### config.mk
export PLATFORM = sky130hd
export DESIGN_NAME = reset_sequencer
export DESIGN_NICKNAME = d
export VERILOG_FILES = /design/src/rtl/rst_seq_pkg.sv /design/src/rtl/reset_sync.sv /design/src/rtl/reset_sequencer.sv
export SDC_FILE = /design/constraint.sdc
export NUM_CORES = 1
export LEC_CHECK = 0
export BUFFER_PORTS_ARGS = -buffer_cell sky130_fd_sc_hd__buf_2
export CAP_MARGIN = 20
export CORE_MARGIN = 2
export CORE_UTILIZATION = 60
export DETAILED_ROUTE_END_ITERATION = 10
export GPL_TIMING_DRIVEN = 0
export PLACE_DENSITY_LB_ADDON = 0.08
export RECOVER_POWER = 50
export SLEW_MARGIN = 20
export SYNTH_ARGS = -nofsm -noshare
export SYNTH_HDL_FRONTEND = slang
export SYNTH_HIERARCHICAL = 1
export SYNTH_SLANG_ARGS = --single-unit
### constraint.sdc
create_clock -name sysclk -period 5 [get_ports sysclk]
set_input_delay 0.5 -clock sysclk [delete_from_list [all_inputs] [get_ports sysclk]]
set_output_delay 0.5 -clock sysclk [all_outputs]
set_load 0.02 [all_outputs]
### src/rtl/rst_seq_pkg.sv
// Shared types and width helpers for the reset sequencer.
// Imported by the sequencer top and its synchroniser.
package rst_seq_pkg;

  typedef enum logic [1:0] {
    ST_RESET,
    ST_SEQ,
    ST_RUN,
    ST_HOLD
  } state_t;

  function automatic int cw(input int n);
    return (n < 2) ? 1 : $clog2(n);
  endfunction

endpackage

### src/rtl/reset_sync.sv
// Async-assert / sync-deassert reset synchroniser.
// Output is active-low and goes high STAGES edges after i_rst_n rises.
module reset_sync #(
  parameter int STAGES = 2
) (
  input  logic i_clk,
  input  logic i_rst_n,
  output logic o_rst_n
);

  logic [STAGES-1:0] r_sync;

  always_ff @(posedge i_clk or negedge i_rst_n) begin
    if (!i_rst_n) r_sync <= '0;
    else          r_sync <= {r_sync[STAGES-2:0], 1'b1};
  end

  assign o_rst_n = r_sync[STAGES-1];

endmodule

### src/rtl/reset_sequencer.sv
// Staged domain-reset release with software hold and heartbeat LED.
// rst_out bits clear in ascending order; all set together on any reset.
module reset_sequencer
  import rst_seq_pkg::*;
#(
  parameter int NUM_CHANNELS  = 4,
  parameter int SYNC_STAGES   = 2,
  parameter int STAGE_DELAY   = 16,
  parameter int SWRST_HOLD    = 8,
  parameter int LED_DIV_WIDTH = 24
) (
  input  logic                                    sysclk,
  input  logic                                    rst,
  input  logic                                    sw_rst_req,
  output logic [NUM_CHANNELS-1:0]                 rst_out,
  output logic                                    all_ready,
  output logic [$clog2(NUM_CHANNELS+1)-1:0]       stage_idx,
  output logic                                    led
);

  localparam int DW = cw(STAGE_DELAY);
  localparam int HW = cw(SWRST_HOLD);
  localparam int SW = $clog2(NUM_CHANNELS + 1);

  state_t                   r_state;
  logic [NUM_CHANNELS-1:0]  r_rst_out;
  logic                     r_ready;
  logic [SW-1:0]            r_stage;
  logic                     r_led;
  logic [DW-1:0]            r_dcnt;
  logic [HW-1:0]            r_hcnt;
  logic [LED_DIV_WIDTH-1:0] r_hb;
  logic                     w_sync_n;
  logic                     w_sw_hold;

  reset_sync #(
    .STAGES (SYNC_STAGES)
  ) u_sync (
    .i_clk   (sysclk),
    .i_rst_n (rst),
    .o_rst_n (w_sync_n)
  );

  assign w_sw_hold = sw_rst_req &&
                     (r_state == ST_SEQ || r_state == ST_RUN);

  always_ff @(posedge sysclk or negedge rst) begin
    if (!rst) begin
      r_state   <= ST_RESET;
      r_rst_out <= '1;
      r_ready   <= 1'b0;
      r_stage   <= '0;
      r_led     <= 1'b0;
      r_dcnt    <= '0;
      r_hcnt    <= '0;
      r_hb      <= '0;
    end else if (w_sw_hold) begin
      r_state   <= ST_HOLD;
      r_rst_out <= '1;
      r_ready   <= 1'b0;
      r_stage   <= '0;
      r_led     <= 1'b1;
      r_dcnt    <= '0;
      r_hcnt    <= '0;
    end else begin
      unique case (r_state)
        ST_RESET: begin
          if (w_sync_n) begin
            r_state <= ST_SEQ;
            r_stage <= '0;
            r_dcnt  <= '0;
          end
        end
        ST_SEQ: begin
          if (r_dcnt == DW'(STAGE_DELAY - 1)) begin
            r_dcnt    <= '0;
            // Shifting zeros in from bit 0 keeps release order strict.
            r_rst_out <= r_rst_out << 1;
            r_stage   <= r_stage + 1'b1;
            if (r_stage == SW'(NUM_CHANNELS - 1)) begin
              r_state <= ST_RUN;
              r_ready <= 1'b1;
              r_hb    <= '0;
            end
          end else begin
            r_dcnt <= r_dcnt + 1'b1;
          end
        end
        ST_RUN: begin
          r_hb <= r_hb + 1'b1;
          if (&r_hb) r_led <= ~r_led;
        end
        ST_HOLD: begin
          if (sw_rst_req) begin
            r_hcnt <= '0;
          end else if (r_hcnt == HW'(SWRST_HOLD - 1)) begin
            r_state <= ST_SEQ;
            r_led   <= 1'b0;
            r_dcnt  <= '0;
            r_hcnt  <= '0;
          end else begin
            r_hcnt <= r_hcnt + 1'b1;
          end
        end
      endcase
    end
  end

  assign rst_out   = r_rst_out;
  assign all_ready = r_ready;
  assign stage_idx = r_stage;
  assign led       = r_led;

endmodule

==> metrics list, run 1 <==
* Total standard cell area after synthesis: roughly 2500 um^2
* Fraction of the mapped netlist area in simple logic gates: about a fifth
- Measured against its own limit, the worst slew margin works out to -53.2%.
- Cell-by-cell trace of the critical path: inv_1 -> ha_1 -> buf_4 -> and2_4 -> a211o_1 -> clkbuf_1 -> nor2_1 -> buf_2 -> a21oi_1
- Using the TritonRoute via totals, the vias-per-cell ratio works out to 6.17.
* Worst path bufs/invs: 4
- After technology mapping, the gate count stands at 260.
- Distinct cells, synth: 48
- Number of buffers on the longest clock path: 2
- Combinational family with the most area after synthesis: compound AO/OA/AOI/OAI gates
- Parity-gate share of the synthesized area counting xor and xnor cells: 0%
* Yosys warning total: 6
* Routed length per instance: roughly 15 um
- The slowest stage of the critical path is the dfrtp_1 cell.
- In this run the critical register-to-register path is launched from r_state[1]$_DFFE_PN0P_.
* Final hold violation count: 0
- Of all cell types, the one taking the most synthesized area is dfrtp_1.
* H-tree depth: 2
- Share of the synthesized area in compound gates (AO/OA/AOI/OAI): a little over a fifth
- STA classifies the critical path endpoint as a register.
- Placer Congestion: around 0.82
- By startpoint and endpoint, the worst setup path is classified as register to register.
- In the synthesized netlist, the cells that appear most often are dfrtp_1, nand3_1, a21oi_1, nand2_1, o31ai_1.
- Pin count of the biggest net entering global routing: 45
- Setup repair after global routing left no endpoint under its margin.
- The via count of the first global-routing pass is between 1.5k and 2k.
* Post-Route Skew: 0.0137 ns
- Total leakage power: 1.13 nW
- The final route contains slightly above 2k vias.
- Ant. Diodes: 0
* Mux contribution to synthesized area: under 10%
- A synthesized cell averages around 9.5 um^2.
- Across the run, the number of max-cap violations was 1.
* Worst setup path start: r_state[1]$_DFFE_PN0P_
- I/O Pins: 12
- The count of nets left with antenna violations once routing finished came out at 0.
- Clk sinks: between 40 and 50
* Initial Utilization: a little over 60%
- Final critical delay including setup and external delays: around 2.5 ns
- The count of cells in the finished layout, fillers not included, comes to between 300 and 400.
* Result of the run: finished, violations left
* Die width: between 60 and 70 um
- Leftover overflow at the end of global routing: 0
- Based on the critical path, the design can be clocked at up to roughly 0.4 GHz.
* Fraction of final layout cells with drive strength greater than 1: between 10 and 15%
- The most used flip-flop cell after synthesis is dfrtp_1.
* Tightest Hold Check Type: register to register
- The top cell type by area accounts for about two fifths of the synthesized area.
* Overall fraction of global-route tracks in use: a little under a quarter
- Area of the die: approximately 4600 um^2
- The number of antenna violations at the first check in global routing came to 0.
- The number of setup buffers added after CTS is 0.
* Endpoints failing setup: 0
- By area the synthesized netlist is led by dfrtp_1, o31ai_1, ha_1.
- For the final routed database, the setup TNS stands at 0 ns.
* Clock latency reported for the late side of the worst-skew pair: 0.30 ns
- For this run, the share of the core covered by cells in the final layout is approximately two thirds.
* Post-detailed-route DRC marker count: 0
* Violations in the final reports: capacitance limit, slew limit
* Pre-antenna DRT Iters: 5
* Required time worst endpoint: just over 5 ns
- VDD sags by at most ~0.00027 V.
- Port Buffer Count: 10
- In this run the standard cell core region covers 3970 um^2.
* CTS clock-pin slew for the worst setup and hold paths: around 0.09 ns
- Of the total synthesized cell area, the portion taken by full adders, half adders and majority gates is 5.06%.
* Dpl cells: 320
- Die height: roughly 70 um
- From synthesis to final layout, the design area changed by 9.26%.
- Top Family by Delay on Critical Path: buffers and inverters
- In this run the worst path has a maximum fanout of 10.
- Fin nets: between 200 and 300
- After legalization and detailed placement, the total HPWL measured between 3000 and 4000 um.
- In this run the most critical hold path is launched from u_sync/r_sync[0]$_DFF_PN0_.
- Detailed Route Iter0 Violations: around 120
* Number of pins with negative max-slew slack in the final report: 45
- Summing the sequential cell areas from Yosys gives between 40% and 50% of the chip area.
* Number of hold buffers added after cts: 0
- EDFF count, synth: 0
- Count leader, synth: dfrtp_1
- The initialized floorplan defines 23 standard-cell rows.
- For the pin with the worst max-slew slack, the measured transition is between 2 and 2.5 ns.
* CP max stage delay: 0.42 ns
- The tree is rooted in a clkbuf_8.
- In this run the power density over the cells is between 400 and 500 nW/um^2.
- In this run, post-CTS repair resized a total of 0 instances.
- The routed design has about 5100 um of wire.
- TritonCTS built the clock tree.
- First-pass GRT wire length: 8180 um
- TritonCTS created 5 clock buffers.
- Period Utilization, post-route: about half
* Seq cells post-synth: 44
* Net count after synthesis: 273
- Worst Path Arrival: ~2.7 ns
- Worst Setup Start Kind: register
* Asr flop ratio synth: 100%
## power by group
group | total [mW] | internal (mW) | leakage, nW | switching [mW]
logic | 0.419 | 0.173 | 0.530 | 0.246
clock network | 0.290 | 0.164 | 0.0614 | 0.127
registers | 0.521 | 0.435 | 0.543 | 0.0865
total | 1.23 | 0.772 | 1.13 | 0.459
## metrics by stage
stage	hold WS, ns	total power, mW	setup WS (ns)	area, um^2
after floorplan	0.204	0.834	2.87	2470
after global placement	0.336	0.927	2.52	2580
after detailed placement	0.341	0.943	2.53	2580
after CTS	0.361	1.23	2.51	2710
after global routing	0.385	1.31	2.25	2700
final	0.358	1.23	2.51	2700
## cells by family after synthesis
logic type      count (synthesis)
compound gates                 79
fa+ha+maj                      10
buf+inv                        27
flops                          44
mux                             7
other cells                     1
simple gates                   92
## per-layer routing
metal / track usage [%] / wire length, um / vias to the layer above / share of wire [%]
li1: - / - / 1018 / -
met1: 30.7 / 2460 / 969 / 48
met2: 38.3 / 2410 / 30 / 47
met3: 5.26 / 158 / 6 / 3.1
met4: 7.00 / 57 / 0 / 1.1
met5: 0 / 0 / - / 0
## flip-flops by register name, summed over array words and instances, names as in the netlist
signal and cells:
r_state 2, r_dcnt 4, rst_out 4, all_ready 1, u_sync/r_sync 2, r_hcnt 3
led 1, r_hb 24, stage_idx 3
## cell usage in the layout, fill, tap and decap left out, types with 2 or more instances in the layout
cell      instances
dfrtp_1          40
nand3_1          21
a21oi_1          20
nand2_1          20
o31ai_1          18
o21ai_0          17
clkbuf_1         12
or4_1            11
inv_1            10
buf_2            10
ha_1             10
nor2_1            8
and4_1            6
clkbuf_8          6
and3_1            5
nand4_1           4
or3_1             4
a31oi_1           4
o32ai_1           4
mux2_2            4
dfstp_2           4
mux2i_1           3
o41ai_1           3
nand2b_1          3
buf_4             2
buf_6             2
and2_1            2
a41oi_1           2
## cell type report
type                            count  area [um^2]
Buffer                             16         87.6
Clock buffer                        6         82.6
Clock inverter                      2         38.8
Fill cell                         319         1270
Inverter                           11         41.3
Multi-Input combinational cell    189         1240
Sequential cell                    44         1110
Tap cell                           50         62.6
Timing Repair Buffer               10         45.0
## worst paths after layout
| kind | slack, ns | depth (start not counted) | endpoint |
|---|---|---|---|
| min in group asynchronous | 0.88 | 1 | r_state[0]$_DFFE_PN0P_ |
| max in group asynchronous | 2.80 | 1 | r_hb[16]$_DFFE_PN0P_ |
| worst max register to register | 2.51 | 9 | r_hb[12]$_DFFE_PN0P_ |
| worst min-delay path | 0.36 | 0 | u_sync/r_sync[1]$_DFF_PN0_ |
| worst min register to register | 0.36 | 0 | u_sync/r_sync[1]$_DFF_PN0_ |
| worst max-delay path | 2.51 | 9 | r_hb[12]$_DFFE_PN0P_ |
No activity file was read; power rests on OpenSTA's default activity.
==> run 2, diff against run 1 <==
--- a/config.mk
+++ b/config.mk
@@ -8,7 +8,7 @@
 export BUFFER_PORTS_ARGS = -buffer_cell sky130_fd_sc_hd__buf_2
 export CAP_MARGIN = 20
 export CORE_MARGIN = 2
-export CORE_UTILIZATION = 60
+export CORE_UTILIZATION = 55
 export DETAILED_ROUTE_END_ITERATION = 10
 export GPL_TIMING_DRIVEN = 0
 export PLACE_DENSITY_LB_ADDON = 0.08
==> constraint.sdc (replaced) <==
create_clock -name sysclk -period 2.2 [get_ports sysclk]
set_input_delay 0.22 -clock sysclk [delete_from_list [all_inputs] [get_ports sysclk]]
set_output_delay 0.22 -clock sysclk [all_outputs]
set_load 0.02 [all_outputs]
==> run 2 against run 1 <==
The run now ends clean. Sequential cell count stayed put. Critical path depth decreased by 1. Worst hold slack got worse by 0.20 ns. Wire length rose by 4.3%. Design area increased by 8.1%. Via count up 3.2%. Setup slack got worse by 2.5 ns. Cell count grew 4.0%. Clock-buffer cell count down 1. Sequential power increased by 130%. Combinational power rose to 2.6 times the previous value. Die area grew 8.5%.
==> metrics list, run 2 (synthesized netlist as in run 1, its figures left out) <==
* Result of the run: complete, no violations
* Remaining number of nets flagged by the antenna check after routing: 0
- The first global-routing pass estimated 8960 um of wire.
- I/O Pins: 12
* Die height: between 70 and 80 um
- Max VDD drop: between 0.0006 and 0.0007 V
- Summing over every cut layer, the via total after detailed routing is between 2k and 2.5k.
* Total leakage power: approximately 1.2 nW
- Kind of end point of the critical path: register
- The via count of the first global-routing pass is 1934.
- The die is roughly 71 um wide.
* Post-layout power: ~2.8 mW
- For this run, the slowest stage of the critical path takes 0.50 ns.
- WL final: roughly 5300 um
- Entering global routing, the biggest net connects 45 pins.
- Count of max-cap constraint violations: 0
* Reg2Reg Capture Point: r_hb[15]$_DFFE_PN0P_
* Detailed Route Iter0 Violations: roughly 120
- The worst setup path is of the register to register kind.
- Cell-by-cell trace of the critical path: inv_2 -> ha_4 -> buf_6 -> and2_4 -> a211o_4 -> buf_6 -> or4_1 -> a21oi_1
- The number of cells on the worst reg-to-reg path is 8.
- More flip-flops sit in one register than any other, and that register is r_hb.
- Before CTS, the worst setup slack after placement is -0.252 ns.
- Worst-case register-to-register setup slack: 0.01 ns
- Counting the fill cells in the layout gives 343.
- Routed length per instance: 15.5 um
- Final critical delay including setup and external delays: 2.19 ns
* Endpoints failing setup: 0
- Number of antenna violations at the first check in global routing: 0
- Clock-pin slew was measured on the worst setup and hold paths at roughly 0.090 ns.
- The startpoint identified for the worst register-to-register timing path is r_state[0]$_DFFE_PN0P_.
- Post-Route Skew: 0.00676 ns
* Max Clk Rate: between 0.4 and 0.5 GHz
* Top cell by count, worst path: buf_6
* Number of buffers on the longest clock path: 2
* Post-DP HPWL: 3390 um
- STA puts the critical path data arrival time at between 2 and 2.5 ns.
- Worst Setup Start Kind: register
* Post-detailed-route DRC marker count: 0
- Area of the die: 5050 um^2
* Cts bufs inserted: 5
- Leftover overflow at the end of global routing: 0
* Hold Path Cell Cnt: 2
- CP max FO: 8
- TritonCTS built the clock tree.
* Ratio of routed vias to standard cells: roughly 6.1
* Pwr/cell area: approximately 950 nW/um^2
- CTS saw 44 sinks.
- In this run the tightest slew margin relative to its limit is 28.8%.
- Final worst slack: between 0.01 and 0.015 ns
- Fraction of final layout cells with drive strength greater than 1: 27.7%
- In this run the worst setup path terminates at r_hb[15]$_DFFE_PN0P_.
- Routability-driven placement finished with a final weighted congestion of roughly 0.76.
- Final hold violation count: 0
- In this run the core area contains 24 standard-cell rows.
- Root Buffer: clkbuf_8
- Leaving out filler cells and counting taps, the final layout contains roughly 340.
- The repair_antennas step left the layout with diodes totalling 0.
- H-tree depth: 2
- Largest register FFs: 24
- RSZ-0062 raised after global routing: yes
* Area grow syn2layout: 18.1%
* Critical-path top delay cell: or4_1
- Most frequent standard cell in the layout excluding fill and tap cells: dfrtp_1
* Port Buffer Count: 10
* Commonest cells after routing, fill and taps aside: dfrtp_1, nand3_1, nand2_1
- Before antenna repair, the detailed router went through 4 iterations.
* Fin nets: approximately 300
- The clock reaches the later pin of the worst-skew pair after about 0.30 ns.
* Tightest Hold Check Type: input port to register
- Global routing used 22.2% of the available tracks.
* Dpl cells: approximately 320
- At the pin with the least slew margin, the transition time is ~1.1 ns.
- The worst path uses between 90% and 100% of the clock period.
- Worst path bufs/invs: 3
- The region available for standard cell placement spans 4350 um^2.
- Number of stages on the worst setup path: 8
- Worst setup path start: r_state[0]$_DFFE_PN0P_
* Initial Utilization: a little under three fifths
- Top Family by Delay on Critical Path: simple AND/OR/NAND/NOR gates
- Number of pins with negative max-slew slack in the final report: 0
- Required time worst endpoint: ~2.4 ns
-- run 2: cell types whose count changed in the layout (fill, tap and decap cells not counted), moves of 3 or more --
| cell | delta |
|---|---|
| buf_4 | +12 |
| o31ai_1 | -6 |
| a21oi_1 | -8 |
| or4_4 | +5 |
| a21oi_2 | +8 |
| clkbuf_1 | -7 |
| ha_1 | -3 |
| o31ai_2 | +4 |
| or4_1 | -5 |
-- run 2: worst min-delay path by stage --
stage	to	start	slack [ns]
2_1_floorplan	all_ready$_DFFE_PN0P_	rst	-0.08
3_3_place_gp	u_sync/r_sync[1]$_DFF_PN0_	u_sync/r_sync[0]$_DFF_PN0_	0.34
3_5_place_dp	u_sync/r_sync[1]$_DFF_PN0_	u_sync/r_sync[0]$_DFF_PN0_	0.34
4_1_cts	r_hcnt[2]$_DFFE_PN0P_	rst	0.10
5_1_grt	r_hcnt[1]$_DFFE_PN0P_	sw_rst_req	0.16
6_report	r_hcnt[1]$_DFFE_PN0P_	sw_rst_req	0.15
-- run 2: area by class of cell --
class,instances,area [um^2],share of cell area (%)
multi-input cells,189,1380,47.1
flip-flops and latches,44,1110,37.9
repair buffers,22,146,5.01
plain buffers,15,97.6,3.34
clock buffers,5,68.8,2.36
well taps,52,65.1,2.23
inverters,11,41.3,1.41
clock inverters,3,18.8,0.643
-- run 2: where the power goes --
part / internal [mW] / leakage [nW] / switching, mW
Clock: 0.221 / 0.0479 / 0.280
Combinational: 0.481 / 0.616 / 0.597
Sequential: 0.988 / 0.543 / 0.193
Total: 1.69 / 1.21 / 1.07
-- run 2: timing repair --
item | CTS | global route
endpoints found under the hold margin | 0 | 40
cloned | 1 | 0
pin swaps | 7 | 9
gates resized for setup | 14 | 29
buffers inserted | 3 | 7
hold buffers | 0 | 1
endpoints found under the setup margin | 20 | 29
-- run 2: routing by layer --
metal | part of all wire, % | wire (um) | GRT usage (%)
met4 | 1.2 | 65 | 7.97
met5 | 0 | 0 | 0
met1 | 48 | 2560 | 30.9
met2 | 48 | 2540 | 35.2
met3 | 2.5 | 131 | 3.99
-- run 2: per-stage QoR --
step / TNS [ns] / cell area (um^2) / hold slack [ns] / util, %
2_1_floorplan: 0 / 2470 / -0.0756 / -
3_3_place_gp: -2.87 / 2590 / 0.341 / 59.4
3_5_place_dp: -2.94 / 2590 / 0.340 / 59.4
4_1_cts: 0 / 2740 / 0.103 / 62.9
5_1_grt: -0.351 / 2920 / 0.160 / 67.0
6_report: 0 / 2920 / 0.154 / 67.0
==> run 3, diff against run 2 <==
--- a/config.mk
+++ b/config.mk
@@ -10,7 +10,7 @@
 export CORE_MARGIN = 2
 export CORE_UTILIZATION = 55
 export DETAILED_ROUTE_END_ITERATION = 10
-export GPL_TIMING_DRIVEN = 0
+export GPL_TIMING_DRIVEN = 1
 export PLACE_DENSITY_LB_ADDON = 0.08
 export RECOVER_POWER = 50
 export SLEW_MARGIN = 20
==> run 3 against run 2 <==
Clock power rose by 28%. Design area fell by 3.5%. Setup slack improved by 0.060 ns. Cell count fell by 0.59%. Critical path type unchanged. Largest cell class unchanged. Largest power group unchanged.
==> metrics list, run 3 (synthesized netlist as in run 1, its figures left out) <==
- DR vias: between 2k and 2.5k
* Cts bufs inserted: 5
* Worst-case register-to-register setup slack: 0.07 ns
* Worst Path Arrival: 2.37 ns
- The worst-case IR drop observed on VDD is about 0.00055 V.
- Remaining number of nets flagged by the antenna check after routing: 0
- Final critical delay including setup and external delays: roughly 2.1 ns
- The total overflow left after global routing is 0.
* Most flop-heavy register: r_hb
- Reg2Reg Capture Point: r_hb[23]$_DFFE_PN0P_
- Once layout is complete, the utilization of the core stands at between 60% and 70%.
- In this run the number of H-tree levels came out at 2.
- Pin count of the biggest net entering global routing: 24
- Detailed Route Iter0 Violations: just over 70
* Via count of the first global-routing pass: between 1.5k and 2k
- Setup violations remaining at the end of the flow were counted as 0.
* Count of max-cap constraint violations: 0
- Most frequent standard cell in the layout excluding fill and tap cells: dfrtp_1
- CP max FO: 17
- Row count: 24
- Ant. Diodes: 0
- Area of the die: roughly 5000 um^2
- Post-Route Skew: 0.00644 ns
- Placer Congestion: ~0.82
- Critical Setup Path Class: register to register
- Hold Path Cell Cnt: 2
- Summed over all nets, the half-perimeter wirelength after detailed placement is ~3600 um.
- For this design the top-level I/O count stands at 12.
- Port Buffer Count: 11
- Before antenna repair, the detailed router went through 4 iterations.
* Core Footprint: between 4000 and 5000 um^2
- The layout has about 350 filler cells.
- The number of max-slew violations in the final report came to 0.
* Total leakage power: 1.20 nW
- Kind of end point of the critical path: register
- Worst slew pin tran: between 1 and 1.5 ns
- Root Buffer: clkbuf_8
* Number of antenna violations at the first check in global routing: 0
- Initial Utilization: 56.8%
- Result of the run: complete, no violations
- CTS clock-pin slew for the worst setup and hold paths: 0.09 ns
- Measured along the x axis, the die boundary spans between 70 and 80 um.
- Reg-to-Reg Start: r_state[0]$_DFFE_PN0P_
- Multi-input gate area: 1250 um^2
* Setup TNS after final layout: 0 ns
- Relative to the synthesized area, the layout overhead comes to 13.9%.
- The min-delay analysis places its worst path in the category input port to register.
- Register area: around 1100 um^2
* Worst Setup Start Kind: register
- Dividing the detail-routed via count by the number of cells gives between 6 and 7.
- The worst hold path terminates at r_hcnt[0]$_DFFE_PN0P_.
- Cells with a size suffix above 1 make up 19.9% of the layout.
* Post-detailed-route DRC marker count: 0
- The clock passes through at most 2 buffers.
- For the worst setup path, the data required time is 2.44 ns.
- Clk sinks: between 40 and 50
- Of the available clock period, the critical path in the final layout requires between 90% and 100%.
- After detailed routing, the total wire length is approximately 5100 um.
* Fin nets: between 200 and 300
- Post-layout power: between 2 and 3 mW
* Routed length per instance: ~15 um
* Max Clk Rate: 0.470 GHz
- The die is 71.0 um tall.
- Reg2Reg Depth: 7
* Commonest cells after routing, fill and taps aside: dfrtp_1, nand3_1, nand2_1, buf_4, o31ai_1
* CTS tree: built
- Global routing used between 20% and 30% of the available tracks across all layers.
- The first global-routing pass estimated about 8700 um of wire.
* Pwr/cell area: roughly 1000 nW/um^2
- In this run the most critical hold path is launched from sw_rst_req.
- Clock latency on the worst-skew pair, taken at its later pin, is 0.30 ns.
- The worst pin sits at a relative slew slack of approximately 22%.
* Largest register FFs: 24
- Final hold violation count: 0
* Worst setup path start: r_state[0]$_DFFE_PN0P_
-- run 3: timing repair --
item | in CTS | in global routing
hold buffers | 1 | 0
resized for setup | 0 | 6
buffers inserted | 0 | 1
hold endpoints to repair | 16 | 0
endpoints found under the setup margin | 0 | 11
-- run 3: worst max-delay path, cell delays in order, from the launching register on --
cell	delay, ns
dfrtp_1	0.38
inv_1	0.09
ha_1	0.32
and2_4	0.15
a211o_1	0.27
buf_4	0.20
or4_4	0.52
a21oi_2	0.13
-- run 3: power by group --
| group | internal, mW | switching [mW] |
|---|---|---|
| clock network | 0.342 | 0.301 |
| logic | 0.470 | 0.583 |
| registers | 0.988 | 0.196 |
| total | 1.80 | 1.08 |
-- run 3: layout make-up --
type / instances / share of cell area [%]
Timing Repair Buffer: 35 / 8.40
Clock buffer: 5 / 2.44
Clock inverter: 3 / 1.64
Sequential cell: 44 / 39.3
Multi-Input combinational cell: 189 / 44.5
Inverter: 11 / 1.47
Tap cell: 52 / 2.31
-- run 3: per-layer routing --
metal | vias to the layer above | track usage, % | part of all wire [%]
met5 | - | 0 | 0
met4 | 0 | 7.97 | 1.1
met3 | 6 | 4.13 | 2.7
met2 | 33 | 35.2 | 49
met1 | 985 | 28.9 | 48
li1 | 1037 | - | -
-- run 3: worst max-delay path by stage --
stage                           endpoint  cells after the start
global placement    r_hb[14]$_DFFE_PN0P_                      7
finish              r_hb[23]$_DFFE_PN0P_                      7
global route        r_hb[15]$_DFFE_PN0P_                      7
detailed placement  r_hb[21]$_DFFE_PN0P_                      7
CTS                 r_hb[13]$_DFFE_PN0P_                      7
floorplan           r_hb[23]$_DFFE_PN0P_                      8
-- run 3: stage by stage --
| step | worst slack (ns) | instances | hold slack [ns] | cell area [um^2] |
|---|---|---|---|---|
| finish | 0.0743 | 339 | 0.241 | 2820 |
| detailed placement | 0.0392 | 329 | 0.212 | 2670 |
| global route | -0.00215 | 339 | 0.246 | 2820 |
| CTS | 0.0230 | 338 | 0.231 | 2800 |
| floorplan | 0.0680 | 260 | -0.0756 | 2470 |
| global placement | 0.112 | 329 | 0.211 | 2670 |
